[src/rtl/qpsk_pkg.sv]
// Shared types and constants for the QPSK symbol scheduler and its rate pacer.
// State encoding is fixed so debug taps and checkers can decode it directly.
package qpsk_pkg;

  typedef enum logic [1:0] {
    ST_IDLE      = 2'd0,
    ST_ISSUE     = 2'd1,
    ST_WAIT_RESP = 2'd2
  } qpsk_state_e;

  localparam int QPSK_DATA_WIDTH = 16;
  localparam int SYMS_PER_BYTE   = 4;
  localparam int SYM_CNT_W       = $clog2(SYMS_PER_BYTE);

  // Appends a 2-bit symbol at the LSB end so the first symbol of a byte lands in [7:6].
  function automatic logic [7:0] pack_sym(input logic [7:0] acc, input logic [1:0] sym);
    return {acc[5:0], sym};
  endfunction

endpackage

[src/rtl/qpsk_rate_pacer.sv]
// Symbol-rate pacer: free-running slot counter with a one-cycle slot_tick at the end
// of each interval of BASE_DIV*(rate_sel+1) clocks; idles at zero while disabled.
module qpsk_rate_pacer #(
  parameter int BASE_DIV = 1024,
  parameter int CNT_W    = 16
) (
  input  logic       clk,
  input  logic       reset,
  input  logic       enable,
  input  logic [3:0] rate_sel,
  output logic       slot_tick
);

  logic [CNT_W-1:0] count_q;
  logic [3:0]       rate_q;
  logic [CNT_W-1:0] last_d;

  assign last_d    = CNT_W'(BASE_DIV) * (CNT_W'(rate_q) + CNT_W'(1)) - CNT_W'(1);
  assign slot_tick = enable && (count_q == last_d);

  // rate_sel is only adopted on a wrap; reset and disable count as wraps so the
  // first interval after either already uses the requested rate.
  always_ff @(posedge clk) begin
    if (reset) begin
      count_q <= '0;
      rate_q  <= rate_sel;
    end else if (!enable) begin
      count_q <= '0;
      rate_q  <= rate_sel;
    end else if (slot_tick) begin
      count_q <= '0;
      rate_q  <= rate_sel;
    end else begin
      count_q <= count_q + CNT_W'(1);
    end
  end

endmodule

[src/rtl/qpsk_symbol_scheduler.sv]
// Paces and round-robin arbitrates I/Q symbol issue into the QPSK demodulator,
// tracks the outstanding symbol until response or timeout, and packs results into bytes.
module qpsk_symbol_scheduler
  import qpsk_pkg::*;
#(
  parameter int DATA_WIDTH = QPSK_DATA_WIDTH,
  parameter int BASE_DIV   = 1024,
  parameter int TIMEOUT    = 64,
  parameter int CNT_W      = 16
) (
  input  logic                  clk,
  input  logic                  reset,
  input  logic                  enable,
  input  logic [3:0]            rate_sel,
  input  logic                  req0_valid,
  input  logic [DATA_WIDTH-1:0] req0_i,
  input  logic [DATA_WIDTH-1:0] req0_q,
  output logic                  req0_ready,
  input  logic                  req1_valid,
  input  logic [DATA_WIDTH-1:0] req1_i,
  input  logic [DATA_WIDTH-1:0] req1_q,
  output logic                  req1_ready,
  output logic [DATA_WIDTH-1:0] demod_i,
  output logic [DATA_WIDTH-1:0] demod_q,
  output logic                  demod_valid,
  input  logic [1:0]            demod_bit,
  input  logic                  demod_bit_valid,
  input  logic                  demod_error,
  output logic                  grant_id,
  output logic [7:0]            byte_out,
  output logic                  byte_valid,
  output logic                  byte_err,
  output logic                  timeout_pulse,
  output logic                  busy,
  output qpsk_state_e           dbg_state
);

  localparam int TW = $clog2(TIMEOUT + 1);

  // Handshake: reqN_ready is a one-cycle accept pulse; a sample is taken in the cycle
  // where reqN_valid and reqN_ready are both high. demod_valid is a one-cycle strobe
  // with no back-pressure, and demod_bit_valid is honoured only while a symbol is outstanding.
  qpsk_state_e          state_q;
  logic [TW-1:0]        timer_q;
  logic                 last_grant_q;
  logic                 grant_id_q;
  logic [DATA_WIDTH-1:0] demod_i_q;
  logic [DATA_WIDTH-1:0] demod_q_q;
  logic                 demod_valid_q;
  logic [7:0]           pack_q;
  logic                 err_acc_q;
  logic [SYM_CNT_W-1:0] sym_cnt_q;
  logic [7:0]           byte_out_q;
  logic                 byte_valid_q;
  logic                 byte_err_q;
  logic                 timeout_q;

  logic                 slot_tick;
  logic                 grant_d;
  logic                 go_d;
  logic [7:0]           pack_d;
  logic                 last_sym_d;

  qpsk_rate_pacer #(
    .BASE_DIV (BASE_DIV),
    .CNT_W    (CNT_W)
  ) u_pacer (
    .clk       (clk),
    .reset     (reset),
    .enable    (enable),
    .rate_sel  (rate_sel),
    .slot_tick (slot_tick)
  );

  // With both requesters valid the one not served last wins; otherwise the valid one.
  assign grant_d    = (req0_valid && req1_valid) ? ~last_grant_q : req1_valid;
  assign go_d       = (state_q == ST_IDLE) && slot_tick && (req0_valid || req1_valid) && !reset;
  assign req0_ready = go_d && !grant_d;
  assign req1_ready = go_d && grant_d;

  assign pack_d     = pack_sym(pack_q, demod_bit);
  assign last_sym_d = (sym_cnt_q == SYM_CNT_W'(SYMS_PER_BYTE - 1));

  always_ff @(posedge clk) begin
    if (reset) begin
      state_q       <= ST_IDLE;
      timer_q       <= '0;
      last_grant_q  <= 1'b1;
      grant_id_q    <= 1'b0;
      demod_i_q     <= '0;
      demod_q_q     <= '0;
      demod_valid_q <= 1'b0;
      pack_q        <= '0;
      err_acc_q     <= 1'b0;
      sym_cnt_q     <= '0;
      byte_out_q    <= '0;
      byte_valid_q  <= 1'b0;
      byte_err_q    <= 1'b0;
      timeout_q     <= 1'b0;
    end else begin
      demod_valid_q <= 1'b0;
      byte_valid_q  <= 1'b0;
      timeout_q     <= 1'b0;
      case (state_q)
        ST_IDLE: begin
          if (go_d) begin
            state_q       <= ST_ISSUE;
            demod_i_q     <= grant_d ? req1_i : req0_i;
            demod_q_q     <= grant_d ? req1_q : req0_q;
            demod_valid_q <= 1'b1;
            grant_id_q    <= grant_d;
            last_grant_q  <= grant_d;
          end
        end
        ST_ISSUE: begin
          state_q <= ST_WAIT_RESP;
          timer_q <= '0;
        end
        ST_WAIT_RESP: begin
          // A response in the final timer cycle still counts as on time.
          if (demod_bit_valid) begin
            state_q <= ST_IDLE;
            if (last_sym_d) begin
              byte_out_q   <= pack_d;
              byte_err_q   <= err_acc_q | demod_error;
              byte_valid_q <= 1'b1;
              pack_q       <= '0;
              err_acc_q    <= 1'b0;
              sym_cnt_q    <= '0;
            end else begin
              pack_q    <= pack_d;
              err_acc_q <= err_acc_q | demod_error;
              sym_cnt_q <= sym_cnt_q + SYM_CNT_W'(1);
            end
          end else if (timer_q == TW'(TIMEOUT - 1)) begin
            state_q   <= ST_IDLE;
            timeout_q <= 1'b1;
          end else begin
            timer_q <= timer_q + TW'(1);
          end
        end
        default: state_q <= ST_IDLE;
      endcase
    end
  end

  assign demod_i       = demod_i_q;
  assign demod_q       = demod_q_q;
  assign demod_valid   = demod_valid_q;
  assign grant_id      = grant_id_q;
  assign byte_out      = byte_out_q;
  assign byte_valid    = byte_valid_q;
  assign byte_err      = byte_err_q;
  assign timeout_pulse = timeout_q;
  assign busy          = (state_q != ST_IDLE);
  assign dbg_state     = state_q;

endmodule

[config.mk]
export PLATFORM = sky130hd
export DESIGN_NAME = qpsk_symbol_scheduler
export DESIGN_NICKNAME = d
export VERILOG_FILES = /design/src/rtl/qpsk_pkg.sv /design/src/rtl/qpsk_rate_pacer.sv /design/src/rtl/qpsk_symbol_scheduler.sv
export SDC_FILE = /design/constraint.sdc
export NUM_CORES = 1
export LEC_CHECK = 0
export ABC_AREA = 1
export BUFFER_PORTS_ARGS = -buffer_cell sky130_fd_sc_hd__buf_2
export CORE_MARGIN = 3
export CORE_UTILIZATION = 50
export CTS_CLUSTER_SIZE = 16
export DETAILED_ROUTE_END_ITERATION = 12
export GPL_ROUTABILITY_DRIVEN = 0
export PLACE_DENSITY = 0.78
export SETUP_SLACK_MARGIN = 0.02
export SLEW_MARGIN = 20
export SYNTH_ARGS = -nofsm -noshare
export SYNTH_HDL_FRONTEND = slang
export SYNTH_SLANG_ARGS = --single-unit
[constraint.sdc]
create_clock -name clk -period 3.95 [get_ports clk]
set_clock_uncertainty 0.05 [all_clocks]
set_input_delay 0.395 -clock clk [delete_from_list [all_inputs] [get_ports clk]]
set_output_delay 0.395 -clock clk [all_outputs]
set_load 0.05 [all_outputs]
==> results of run 1 <==
-- cell type report --
| type | instances | area [sq um] | share of cell area |
|---|---|---|---|
| well taps | 102 | 127.6 | 0.02653 |
| inverters | 78 | 292.8 | 0.06086 |
| flip-flops and latches | 84 | 1722 | 0.3579 |
| repair buffers | 132 | 675.6 | 0.1404 |
| clock buffers | 10 | 127.6 | 0.02653 |
| multi-input cells | 362 | 1821 | 0.3784 |
| clock inverters | 6 | 45.04 | 0.009363 |
-- power breakdown --
part	internal [mW]	switching, mW	total (mW)
Combinational	0.0446	0.0741	0.119
Sequential	0.858	0.00656	0.864
Clock	0.235	0.308	0.542
Total	1.14	0.388	1.53
-- worst paths after layout --
path                           start                  to  slack [ns]
hold / removal           rate_sel[2]   u_pacer.rate_q[2]        0.17
setup / recovery   u_pacer.rate_q[0]          req0_ready        0.81
hold reg to reg   u_pacer.count_q[0]  u_pacer.count_q[0]        0.39
setup reg to reg   u_pacer.rate_q[0]   u_pacer.rate_q[2]        1.08
-- worst max-delay path, cell delays in order, from the launching register on --
cell and delay [ns]:
edfxtp_1 0.49, ha_1 0.33, nor2_1 0.26, nand3_1 0.16, nand2_1 0.09, nand2_1 0.05, nand2_1 0.07, nand2_2 0.06
nor2_4 0.10, nand2_1 0.28, nor2_1 0.17, buf_2 0.29
-- cell families after synthesis --
family	count (synthesis)	share of synthesized area
simple gates	314	0.3682
buf+inv	110	0.1229
flops	84	0.4272
compound gates	37	0.05309
xor+xnor	6	0.01304
fa+ha+maj	5	0.01552
-- cell usage in the layout (no fill, tap or decap) --
cell type	count
clkbuf_8	9
dfxtp_1	80
inv_6	3
xor2_1	4
clkinv_1	1
nor3b_1	2
a211oi_1	6
nand2_2	3
nor4_1	2
inv_4	1
nand3b_4	1
inv_1	73
nand3_1	44
and3_1	2
or2_2	1
a221oi_1	1
o211ai_1	1
nor3_1	12
xnor2_1	2
nand4_1	71
nor2_4	2
clkinv_2	1
buf_2	126
ha_1	5
nand3_2	1
inv_2	4
o21ai_0	17
clkinvlp_4	1
nand2_1	126
a22o_1	2
buf_4	6
edfxtp_1	4
nor2_1	47
a21oi_1	10
clkbuf_1	1
-- registers in the layout, indices dropped and copies added, names as in the netlist, 2 cells and up --
signal,cells
sym_cnt_q,2
u_pacer.count_q,16
u_pacer.rate_q,4
demod_q,16
pack_q,6
timer_q,7
dbg_state,2
byte_out,8
demod_i,16
-- per-layer routing --
layer  global-route usage  vias to the layer above
met1               0.2321                     1762
met4              0.08531                        0
met3              0.05082                       12
met2               0.3480                      138
li1                     -                     2060
met5                    0                        -
-- per-stage QoR --
step | cells | instance area (sq um)
final | 774 | 4811
after CTS | 774 | 4811
after global placement | 758 | 4638
after floorplan | 556 | 4030
after detailed placement | 758 | 4638
after global routing | 774 | 4811
==> tab_implementation.tex, run 1 <==
\begin{tabular}{lr}
\hline
Metric & Value \\
\hline
\multicolumn{2}{l}{\textbf{Status}} \\
Result of the run & finished, final reports clean \\
\multicolumn{2}{l}{\textbf{Routing}} \\
Highest Signal Layer & met4 \\
First drt pass iteration count & 4 \\
Average wire length per cell after detail routing & 12.23 microns \\
M1 WL & 4.113 mm \\
Met2 Routed Length & 4.389 mm \\
Avg Vias per Cell & 5.132 \\
Drt drc & 0 \\
WL met3 & 842 microns \\
Wire length after detailed routing & 9.468 mm \\
Initial detailed-routing violation count & 135 \\
Vias after detailed routing & 3972 \\
Routed Antenna Nets & 0 \\
\multicolumn{2}{l}{\textbf{Logic synthesis}} \\
Number of synthesized flops with an enable pin & 4 \\
Primary FF master, synth & dfxtp\_1 \\
Cells after Synth & 556 \\
Count of cell types in the netlist & 31 \\
Cell accounting for the most synthesized area & dfxtp\_1 \\
Most area-consuming cells after synthesis & dfxtp\_1 (40\%), nand2\_1 (12\%), nand4\_1 (11\%), inv\_1 (6.8\%), nand3\_1 (5.5\%) \\
Area share of the largest cell type after synthesis & 0.3974 \\
Synth cell count leaders & nand2\_1 (126), dfxtp\_1 (80), inv\_1 (73), nand4\_1 (71), nor2\_1 (48) \\
Post-synth net total & 638 \\
Flops \& latches, synth & 84 \\
Sequential-to-total area share from yosys stat & 0.4272 \\
Synth warn & 0 \\
Total standard cell area after synthesis & 4030 sq um \\
Cell with the most instances after synthesis & nand2\_1 \\
Mapped Avg Cell Area & 7.248 sq um \\
Asr flop ratio synth & 0 \\
\multicolumn{2}{l}{\textbf{Final layout}} \\
Synthesis-to-finish area growth & 19.37\% \\
Share of cells above drive strength 1 & 0.2366 \\
Core occupancy in the finished layout & 0.6194 \\
Antenna fix cells & 0 \\
Net total in the final layout & 749 \\
Number of fillers in the final layout & 703 \\
\multicolumn{2}{l}{\textbf{Clocking}} \\
Number of setup buffers added after CTS & 0 \\
Sink count of the clock tree & 84 \\
Clock tree from TritonCTS & yes \\
Clock Tree Root & clkbuf\_8 \\
Clock buffer count from CTS & 9 \\
Clock latency on the worst-skew pair & 0.35 ns \\
H-tree Lvls & 3 \\
Maximum root-to-sink buffer count & 2 \\
Clock Pin Slew Worst Setup and Hold Paths & 0.08 ns \\
Count of hold buffers inserted by post-cts repair & 0 \\
CTS-repair resized insts & 0 \\
\multicolumn{2}{l}{\textbf{STA}} \\
PnR worst setup slack & 0.8087 ns \\
Transition time at the pin with the least slew margin & 0.6091 ns \\
Max transition margin & 0.5925 \\
Worst hold slack across all endpoints & 0.1719 ns \\
Number of failing setup endpoints in the final timing report & 0 \\
Maximum clock rate & 318.3 MHz \\
Min Tclk post-route & 3.141 ns \\
Setup repair after global routing missed its margin & no \\
Ratio of final minimum period to clock period & 0.7953 \\
Final Hold Vio Count & 0 \\
Slew Viols, Final & 0 \\
Total negative slack & 0 ns \\
\multicolumn{2}{l}{\textbf{Worst setup path}} \\
Required time at the worst-slack endpoint & 3.50 ns \\
Cell depth of the worst flop-to-flop path & 10 \\
Category of the worst setup path capture point & output port \\
Startpoint Class & flop \\
Largest fanout on the critical path & 15 \\
Arrival @ worst endpoint & 2.70 ns \\
Critical setup path kind & flop to output port \\
\multicolumn{2}{l}{\textbf{Die}} \\
Vertical die dimension & 95.78 microns \\
Floorplan core area & 7767 sq um \\
Ports & 127 \\
Placement Rows & 32 \\
Initial standard-cell utilization of the core & 0.5188 \\
Die Footprint & 9174 sq um \\
DIE WIDTH & 95.78 microns \\
\multicolumn{2}{l}{\textbf{Pwr}} \\
Static Leakage & 2.458 nW \\
Power density normalized to cell area & 317.0 nW/um\^{}2 \\
Worst IR Drop VDD & 0.1693 mV \\
Power Total & 1.525 mW \\
\multicolumn{2}{l}{\textbf{Global route}} \\
Total gr overflow & 0 \\
Antenna violations before repair & 0 \\
Global-route wire length before repair & 14.94 mm \\
Via count of the first global-routing pass & 3527 \\
Pin count of the biggest net entering global routing & 66 \\
Combined global-route utilization of all metal layers & 0.2001 \\
\multicolumn{2}{l}{\textbf{Placed design}} \\
HPWL Detailed & 6.960 mm \\
Buffers on Ports & 126 \\
Post-place setup slack & 1.105 ns \\
\multicolumn{2}{l}{\textbf{Job}} \\
Max-cap check violation count & 0 \\
\multicolumn{2}{l}{\textbf{Min path}} \\
WHS Path Cells & 1 \\
Class of the most critical hold timing path & input pin to flop \\
\hline
\end{tabular}
Power figures use the tool's default switching activity.
==> run 2, diff against run 1 <==
--- a/config.mk
+++ b/config.mk
@@ -8,11 +8,11 @@
 export ABC_AREA = 1
 export BUFFER_PORTS_ARGS = -buffer_cell sky130_fd_sc_hd__buf_2
 export CORE_MARGIN = 3
-export CORE_UTILIZATION = 50
+export CORE_UTILIZATION = 46
 export CTS_CLUSTER_SIZE = 16
 export DETAILED_ROUTE_END_ITERATION = 12
 export GPL_ROUTABILITY_DRIVEN = 0
-export PLACE_DENSITY = 0.78
+export PLACE_DENSITY = 0.76
 export SETUP_SLACK_MARGIN = 0.02
 export SLEW_MARGIN = 20
 export SYNTH_ARGS = -nofsm -noshare
==> constraint.sdc (replaced) <==
create_clock -name clk -period 2.8 [get_ports clk]
set_clock_uncertainty 0.05 [all_clocks]
set_input_delay 0.28 -clock clk [delete_from_list [all_inputs] [get_ports clk]]
set_output_delay 0.28 -clock clk [all_outputs]
set_load 0.05 [all_outputs]
==> tab_implementation.tex, run 2 (synthesis results as in run 1) <==
\begin{tabular}{lr}
\hline
Metric & Value \\
\hline
\multicolumn{2}{l}{\textbf{Status}} \\
Result of the run & finished, final reports clean (unchanged) \\
\multicolumn{2}{l}{\textbf{Clocking}} \\
Maximum root-to-sink buffer count & 2 (unchanged) \\
Clock buffer count from CTS & 9 (unchanged) \\
Clock tree from TritonCTS & yes (unchanged) \\
H-tree Lvls & 3 (unchanged) \\
Sink count of the clock tree & 84 (unchanged) \\
Count of hold buffers inserted by post-cts repair & 0 (unchanged) \\
Clock Pin Slew Worst Setup and Hold Paths & 0.09 ns (was 0.08 ns) \\
Clock latency on the worst-skew pair & 0.35 ns (about the same) \\
Clock Tree Root & clkbuf\_8 (unchanged) \\
\multicolumn{2}{l}{\textbf{Min path}} \\
Class of the most critical hold timing path & input pin to flop (unchanged) \\
\multicolumn{2}{l}{\textbf{Global route}} \\
Total gr overflow & 0 (unchanged) \\
Antenna violations before repair & 0 (unchanged) \\
Pin count of the biggest net entering global routing & 65 (was 66) \\
Via count of the first global-routing pass & 3626 (was 3527) \\
Combined global-route utilization of all metal layers & 0.1933 (was 0.2001) \\
Global-route wire length before repair & 15.74 mm (was 14.94 mm) \\
\multicolumn{2}{l}{\textbf{STA}} \\
Min Tclk post-route & 2.639 ns \\
Max transition margin & 0.6802 (was 0.5925) \\
Transition time at the pin with the least slew margin & 0.4768 ns (was 0.6091 ns) \\
Slew Viols, Final & 0 (unchanged) \\
PnR worst setup slack & 0.1615 ns (was 0.8087 ns) \\
Number of failing setup endpoints in the final timing report & 0 (unchanged) \\
Final Hold Vio Count & 0 (unchanged) \\
Maximum clock rate & 379.0 MHz \\
Ratio of final minimum period to clock period & 0.9423 \\
Setup repair after global routing missed its margin & yes (was no) \\
\multicolumn{2}{l}{\textbf{Worst setup path}} \\
Slowest library cell on the worst path & edfxtp\_1 (unchanged) \\
Startpoint Class & flop (unchanged) \\
Cell depth of the worst flop-to-flop path & 15 (was 10) \\
Critical path endpoint & req0\_ready (unchanged) \\
Worst r2r dst & demod\_i[13] (was u\_pacer.rate\_q[2]) \\
Number of cells on the critical path & 12 (was 11) \\
Crit path largest cell delay & 0.47 ns (was 0.49 ns) \\
Arrival @ worst endpoint & 2.31 ns (was 2.70 ns) \\
Slack of the worst reg-to-reg path & 0.47 ns (was 1.08 ns) \\
Worst flop-to-flop path startpoint & u\_pacer.rate\_q[0] (unchanged) \\
Critical path origin & u\_pacer.rate\_q[0] (unchanged) \\
Most frequent cell on the critical path & nand2\_1 (unchanged) \\
Cell chain of the critical path & buf\_4 -> ha\_4 -> nor2\_4 -> nand3\_1 -> nand2\_1 -> nand2\_1 -> nand2\_1 -> nand2\_2 -> nor2\_4 -> nand2\_2 -> nor2\_2 -> buf\_6 (was ha\_1 -> nor2\_1 -> nand3\_1 -> nand2\_1 -> nand2\_1 -> nand2\_1 -> nand2\_2 -> nor2\_4 -> nand2\_1 -> nor2\_1 -> buf\_2) \\
Buf/Inv on CP & 2 (was 1) \\
Required time at the worst-slack endpoint & 2.47 ns (was 3.50 ns) \\
Critical setup path kind & flop to output port (unchanged) \\
Largest fanout on the critical path & 4 (was 15) \\
Category of the worst setup path capture point & output port (unchanged) \\
Family with the most delay on the worst path & simple AND/OR/NAND/NOR gates (unchanged) \\
\multicolumn{2}{l}{\textbf{Final layout}} \\
Final Non-Filler Cells & 789 (was 774) \\
Most frequent standard cell in the layout excluding fill and tap cells & nand2\_1 \\
Top library cells by usage in the layout, fill and taps aside & nand2\_1 (125), buf\_2 (124), dfxtp\_1 (80) (was nand2\_1 (126), buf\_2 (126), dfxtp\_1 (80)) \\
Antenna fix cells & 0 (unchanged) \\
Synthesis-to-finish area growth & 23.50\% (was 19.37\%) \\
Layout Cell Area excl Fill & 4977 sq um (was 4811 sq um) \\
Share of cells above drive strength 1 & 0.2588 (was 0.2366) \\
Net total in the final layout & 761 (was 749) \\
\multicolumn{2}{l}{\textbf{Pwr}} \\
Power density normalized to cell area & 452.5 nW/um\^{}2 (was 317.0 nW/um\^{}2) \\
Sw Share & 0.2426 (was 0.2546) \\
Portion of total power attributed to the clock network & 0.371 (was 0.355) \\
Relative contribution of combinational cells to total power & 0.088 (was 0.078) \\
Seq pwr share & 0.541 (was 0.567) \\
Worst IR Drop VDD & 0.2902 mV (was 0.1693 mV) \\
Switching component of the power & 546.4 uW (was 388.4 uW) \\
Internal power & 1.706 mW (was 1.137 mW) \\
Static Leakage & 2.529 nW (was 2.458 nW) \\
\multicolumn{2}{l}{\textbf{Placed design}} \\
HPWL Detailed & 7.429 mm (was 6.960 mm) \\
Post-place setup slack & 0.3613 ns (was 1.105 ns) \\
Cell Area, Placed & 4684 sq um (was 4638 sq um) \\
Cell count after placement & 765 (was 758) \\
Buffers on Ports & 126 (unchanged) \\
\multicolumn{2}{l}{\textbf{Die}} \\
Placement Rows & 33 (was 32) \\
Die Footprint & 9920 sq um (was 9174 sq um) \\
Initial standard-cell utilization of the core & 0.4808 (was 0.5188) \\
DIE WIDTH & 99.60 microns (was 95.78 microns) \\
Floorplan core area & 8382 sq um (was 7767 sq um) \\
Vertical die dimension & 99.60 microns (was 95.78 microns) \\
Ports & 127 (unchanged) \\
\multicolumn{2}{l}{\textbf{Job}} \\
Max-cap check violation count & 0 (unchanged) \\
\multicolumn{2}{l}{\textbf{Routing}} \\
Average wire length per cell after detail routing & 12.71 microns (was 12.23 microns) \\
Routed Antenna Nets & 0 (unchanged) \\
Wire length after detailed routing & 10.03 mm (was 9.468 mm) \\
First drt pass iteration count & 5 (was 4) \\
Vias after detailed routing & 4094 (was 3972) \\
Initial detailed-routing violation count & 175 (was 135) \\
Avg Vias per Cell & 5.189 (was 5.132) \\
Drt drc & 0 (unchanged) \\
\hline
\end{tabular}
run 2: changes by cell type in the layout (fill, tap and decap cells not counted), sizes merged:
cell / before / now
buf: 132 / 144
clkinvlp: 1 / 0
bufinv: 0 / 1
clkinv: 2 / 5
inv: 81 / 78
run 2: how the worst min path moves through the flow:
stage / from / endpoint / cells past startpoint / slack [ns]
detailed placement: u_pacer.count_q[0] / u_pacer.count_q[0] / 1 / 0.39
finish: rate_sel[1] / u_pacer.rate_q[1] / 1 / 0.05
CTS: rate_sel[1] / u_pacer.rate_q[1] / 1 / 0.04
global route: rate_sel[2] / u_pacer.rate_q[2] / 1 / 0.03
global placement: u_pacer.count_q[0] / u_pacer.count_q[0] / 1 / 0.38
floorplan: rate_sel[0] / u_pacer.rate_q[0] / 0 / 0.33
run 2: per-layer routing:
layer  vias to the layer above  wire [microns]  part of all wire  GRT usage
met3                        11             914             0.091    0.05750
li1                       2090               -                 -          -
met4                         0             116             0.012    0.06197
met5                         -               0                 0          0
met2                       158            4717              0.47     0.3311
met1                      1835            4278              0.43     0.2323
run 2: per-stage QoR:
| step | hold WS (ns) | setup TNS [ns] | total power [mW] | utilization |
|---|---|---|---|---|
| after detailed placement | 0.3871 | 0 | 1.417 | 0.5589 |
| after CTS | 0.03699 | 0 | 2.251 | 0.5822 |
| after global routing | 0.02732 | -0.02880 | 2.361 | 0.5938 |
| final | 0.05050 | 0 | 2.252 | 0.5938 |
| after global placement | 0.3756 | 0 | 1.412 | 0.5589 |
| after floorplan | 0.3289 | 0 | 1.338 | - |
run 2: cell type report:
type / instances / area (sq um)
inverter: 78 / 292.8
fill: 795 / 3405
timing repair buffer: 144 / 790.8
clock inverter: 6 / 62.56
sequential: 84 / 1722
multi-input combinational: 362 / 1851
clock buffer: 10 / 127.6
tap: 105 / 131.4
run 2: power groups by stage:
stage	clock network, mW	logic [mW]	registers [mW]
2_1_floorplan	0	0.0931	1.25
3_3_place_gp	0	0.166	1.25
3_5_place_dp	0	0.170	1.25
4_1_cts	0.861	0.171	1.22
5_1_grt	0.923	0.219	1.22
6_report	0.835	0.199	1.22
run 2: repair_timing:
item,4_1_cts,5_1_grt
setup endpoints to repair,2,2
resized for setup,2,9
buffers inserted,0,8
pin swaps,0,1
==> run 3, diff against run 2 <==
==> constraint.sdc (replaced) <==
create_clock -name clk -period 2.35 [get_ports clk]
set_clock_uncertainty 0.05 [all_clocks]
set_input_delay 0.235 -clock clk [delete_from_list [all_inputs] [get_ports clk]]
set_output_delay 0.235 -clock clk [all_outputs]
set_load 0.05 [all_outputs]
==> tab_implementation.tex, run 3 (synthesis results as in run 1) <==
\begin{tabular}{lr}
\hline
Metric & Value \\
\hline
\multicolumn{2}{l}{\textbf{Pwr}} \\
Static Leakage & 2.646 nW (was 2.529 nW) \\
Portion of total power attributed to the clock network & 0.378 (was 0.371) \\
Sw Share & 0.2356 (was 0.2426) \\
Switching component of the power & 646.5 uW (was 546.4 uW) \\
Worst IR Drop VDD & 0.3500 mV (was 0.2902 mV) \\
Power density normalized to cell area & 517.7 nW/um\^{}2 (was 452.5 nW/um\^{}2) \\
Relative contribution of combinational cells to total power & 0.092 (was 0.088) \\
Seq pwr share & 0.530 (was 0.541) \\
Internal power & 2.097 mW (was 1.706 mW) \\
\multicolumn{2}{l}{\textbf{Final layout}} \\
Top library cells by usage in the layout, fill and taps aside & buf\_2 (124), nand2\_1 (120), dfxtp\_1 (80) (was nand2\_1 (125), buf\_2 (124), dfxtp\_1 (80)) \\
Area of the multi-input gates & 1951 sq um (was 1851 sq um) \\
Number of fillers in the final layout & 738 (was 795) \\
Final Non-Filler Cells & 801 (was 789) \\
Layout Cell Area excl Fill & 5300 sq um (was 4977 sq um) \\
Net total in the final layout & 774 (was 761) \\
Synthesis-to-finish area growth & 31.51\% (was 23.50\%) \\
Antenna fix cells & 0 (unchanged) \\
Most frequent standard cell in the layout excluding fill and tap cells & buf\_2 (was nand2\_1) \\
Core occupancy in the finished layout & 0.6323 (was 0.5938) \\
FF+latch area & 1722 sq um (unchanged) \\
Share of cells above drive strength 1 & 0.2888 (was 0.2588) \\
\multicolumn{2}{l}{\textbf{Routing}} \\
Drt drc & 0 (unchanged) \\
Avg Vias per Cell & 5.228 (was 5.189) \\
Wire length after detailed routing & 10.76 mm (was 10.03 mm) \\
Average wire length per cell after detail routing & 13.43 microns (was 12.71 microns) \\
Initial detailed-routing violation count & 205 (was 175) \\
Vias after detailed routing & 4188 (was 4094) \\
Routed Antenna Nets & 0 (unchanged) \\
First drt pass iteration count & 5 (unchanged) \\
\multicolumn{2}{l}{\textbf{Worst setup path}} \\
Crit path largest cell delay & 0.51 ns (was 0.47 ns) \\
Family with the most delay on the worst path & simple AND/OR/NAND/NOR gates (unchanged) \\
Startpoint Class & flop (unchanged) \\
Buf/Inv on CP & 3 (was 2) \\
Critical setup path kind & flop to output port (unchanged) \\
Arrival @ worst endpoint & 2.17 ns (was 2.31 ns) \\
Category of the worst setup path capture point & output port (unchanged) \\
Slowest library cell on the worst path & edfxtp\_1 (unchanged) \\
Cell chain of the critical path & buf\_6 -> buf\_6 -> nand2\_2 -> nand2\_1 -> nor2\_1 -> nand3\_1 -> nor2\_1 -> nand3\_2 -> nor2\_4 -> nand2\_4 -> nor2\_4 -> buf\_8 (was buf\_4 -> ha\_4 -> nor2\_4 -> nand3\_1 -> nand2\_1 -> nand2\_1 -> nand2\_1 -> nand2\_2 -> nor2\_4 -> nand2\_2 -> nor2\_2 -> buf\_6) \\
Largest fanout on the critical path & 4 (unchanged) \\
Required time at the worst-slack endpoint & 2.07 ns (was 2.47 ns) \\
\multicolumn{2}{l}{\textbf{Clocking}} \\
Clock latency on the worst-skew pair & 0.34 ns (was 0.35 ns) \\
Maximum root-to-sink buffer count & 2 (unchanged) \\
H-tree Lvls & 3 (unchanged) \\
Clock tree from TritonCTS & yes (unchanged) \\
Clock buffer count from CTS & 9 (unchanged) \\
Clock Tree Root & clkbuf\_8 (unchanged) \\
Sink count of the clock tree & 84 (unchanged) \\
Clock Pin Slew Worst Setup and Hold Paths & 0.08 ns (was 0.09 ns) \\
\multicolumn{2}{l}{\textbf{Die}} \\
DIE WIDTH & 99.60 microns (unchanged) \\
Floorplan core area & 8382 sq um (unchanged) \\
Ports & 127 (unchanged) \\
Die Footprint & 9920 sq um (unchanged) \\
Vertical die dimension & 99.60 microns (unchanged) \\
Placement Rows & 33 (unchanged) \\
Initial standard-cell utilization of the core & 0.4808 (unchanged) \\
\multicolumn{2}{l}{\textbf{STA}} \\
Total negative slack & -0.3379 ns (was 0 ns) \\
Min Tclk post-route & 2.456 ns \\
PnR worst setup slack & -0.1065 ns (was 0.1615 ns) \\
Transition time at the pin with the least slew margin & 0.6210 ns (was 0.4768 ns) \\
Number of failing setup endpoints in the final timing report & 5 (was 0) \\
Final Hold Vio Count & 0 (unchanged) \\
Ratio of final minimum period to clock period & 1.045 \\
Maximum clock rate & 407.1 MHz \\
Setup repair after global routing missed its margin & yes (unchanged) \\
Slew Viols, Final & 0 (unchanged) \\
Max transition margin & 0.5845 (was 0.6802) \\
\multicolumn{2}{l}{\textbf{Job}} \\
Max-cap check violation count & 0 (unchanged) \\
\multicolumn{2}{l}{\textbf{Placed design}} \\
Cell count after placement & 772 (was 765) \\
HPWL Detailed & 7.340 mm (was 7.429 mm) \\
Post-place setup slack & 0.004812 ns (was 0.3613 ns) \\
Buffers on Ports & 126 (unchanged) \\
Cell Area, Placed & 4742 sq um (was 4684 sq um) \\
\multicolumn{2}{l}{\textbf{Global route}} \\
Global-route wire length before repair & 16.33 mm (was 15.74 mm) \\
Via count of the first global-routing pass & 3699 (was 3626) \\
Total gr overflow & 0 (unchanged) \\
Combined global-route utilization of all metal layers & 0.1989 (was 0.1933) \\
Pin count of the biggest net entering global routing & 65 (unchanged) \\
Antenna violations before repair & 0 (unchanged) \\
\multicolumn{2}{l}{\textbf{Status}} \\
Violated checks & setup timing \\
Result of the run & finished, violations left (was finished, final reports clean) \\
\multicolumn{2}{l}{\textbf{Min path}} \\
Class of the most critical hold timing path & input pin to flop (unchanged) \\
\hline
\end{tabular}
## run 3: cell count changes in the layout (fill, tap and decap cells not counted), sizes merged
cell / change
buf: +8
clkbuf: +5
dlygate4sd3: +1
clkinvlp: +2
nand3b: +1
inv: -1
clkinv: -4
## run 3: metrics by stage
| step | total power, mW | hold slack (ns) |
|---|---|---|
| 2_1_floorplan | 1.595 | 0.2839 |
| 3_3_place_gp | 1.691 | 0.3626 |
| 6_report | 2.744 | 0.01392 |
| 3_5_place_dp | 1.695 | 0.3636 |
| 5_1_grt | 2.863 | 0.005662 |
| 4_1_cts | 2.733 | 0.005008 |
## run 3: worst paths after layout
path | cells after the start | end | start | slack, ns
setup / recovery | 12 | req1_ready | u_pacer.rate_q[0] | -0.11
hold / removal | 1 | u_pacer.rate_q[2] | rate_sel[2] | 0.01
setup reg to reg | 13 | u_pacer.rate_q[2] | u_pacer.rate_q[0] | -0.04
hold reg to reg | 1 | u_pacer.count_q[0] | u_pacer.count_q[0] | 0.39
## run 3: worst register-to-register path, cell delays in order (launching register included)
cell and delay [ns]:
edfxtp_1 0.51, buf_6 0.17, buf_6 0.11, nand2_2 0.05
nand2_1 0.06, nor2_1 0.10, nand3_1 0.11, nor2_1 0.14
nand3_2 0.09, nor2_4 0.12, buf_4 0.15, buf_12 0.14
nand3b_4 0.18, buf_4 0.13
## run 3: routing by layer
layer,up-vias,GRT usage,routed length [microns]
met4,0,0.07563,170
li1,2117,-,-
met5,-,0,0
met3,16,0.04698,868
met1,1874,0.2446,4539
met2,181,0.3373,5182
## run 3: repair_timing
item	CTS	global route
buffers inserted	4	4
pin swaps	7	18
gates cloned	0	6
setup endpoints to repair	2	54
hold buffers	0	1
hold endpoints to repair	0	1
gates resized for setup	13	31
## run 3: layout make-up
type	count	share of cell area
Multi-Input combinational cell	363	0.3680
Sequential cell	84	0.3248
Timing Repair Buffer	156	0.1891
Inverter	78	0.05524
Clock buffer	12	0.02951
Tap cell	105	0.02479
Clock inverter	3	0.008499
## run 3: power by group through the flow
stage                     clock network (mW)  registers [mW]  logic [mW]
after floorplan                            0            1.48       0.111
after detailed placement                   0            1.48       0.211
final                                   1.04            1.45       0.252
after global placement                     0            1.48       0.207
after global routing                    1.13            1.46       0.275
after CTS                               1.06            1.45       0.220
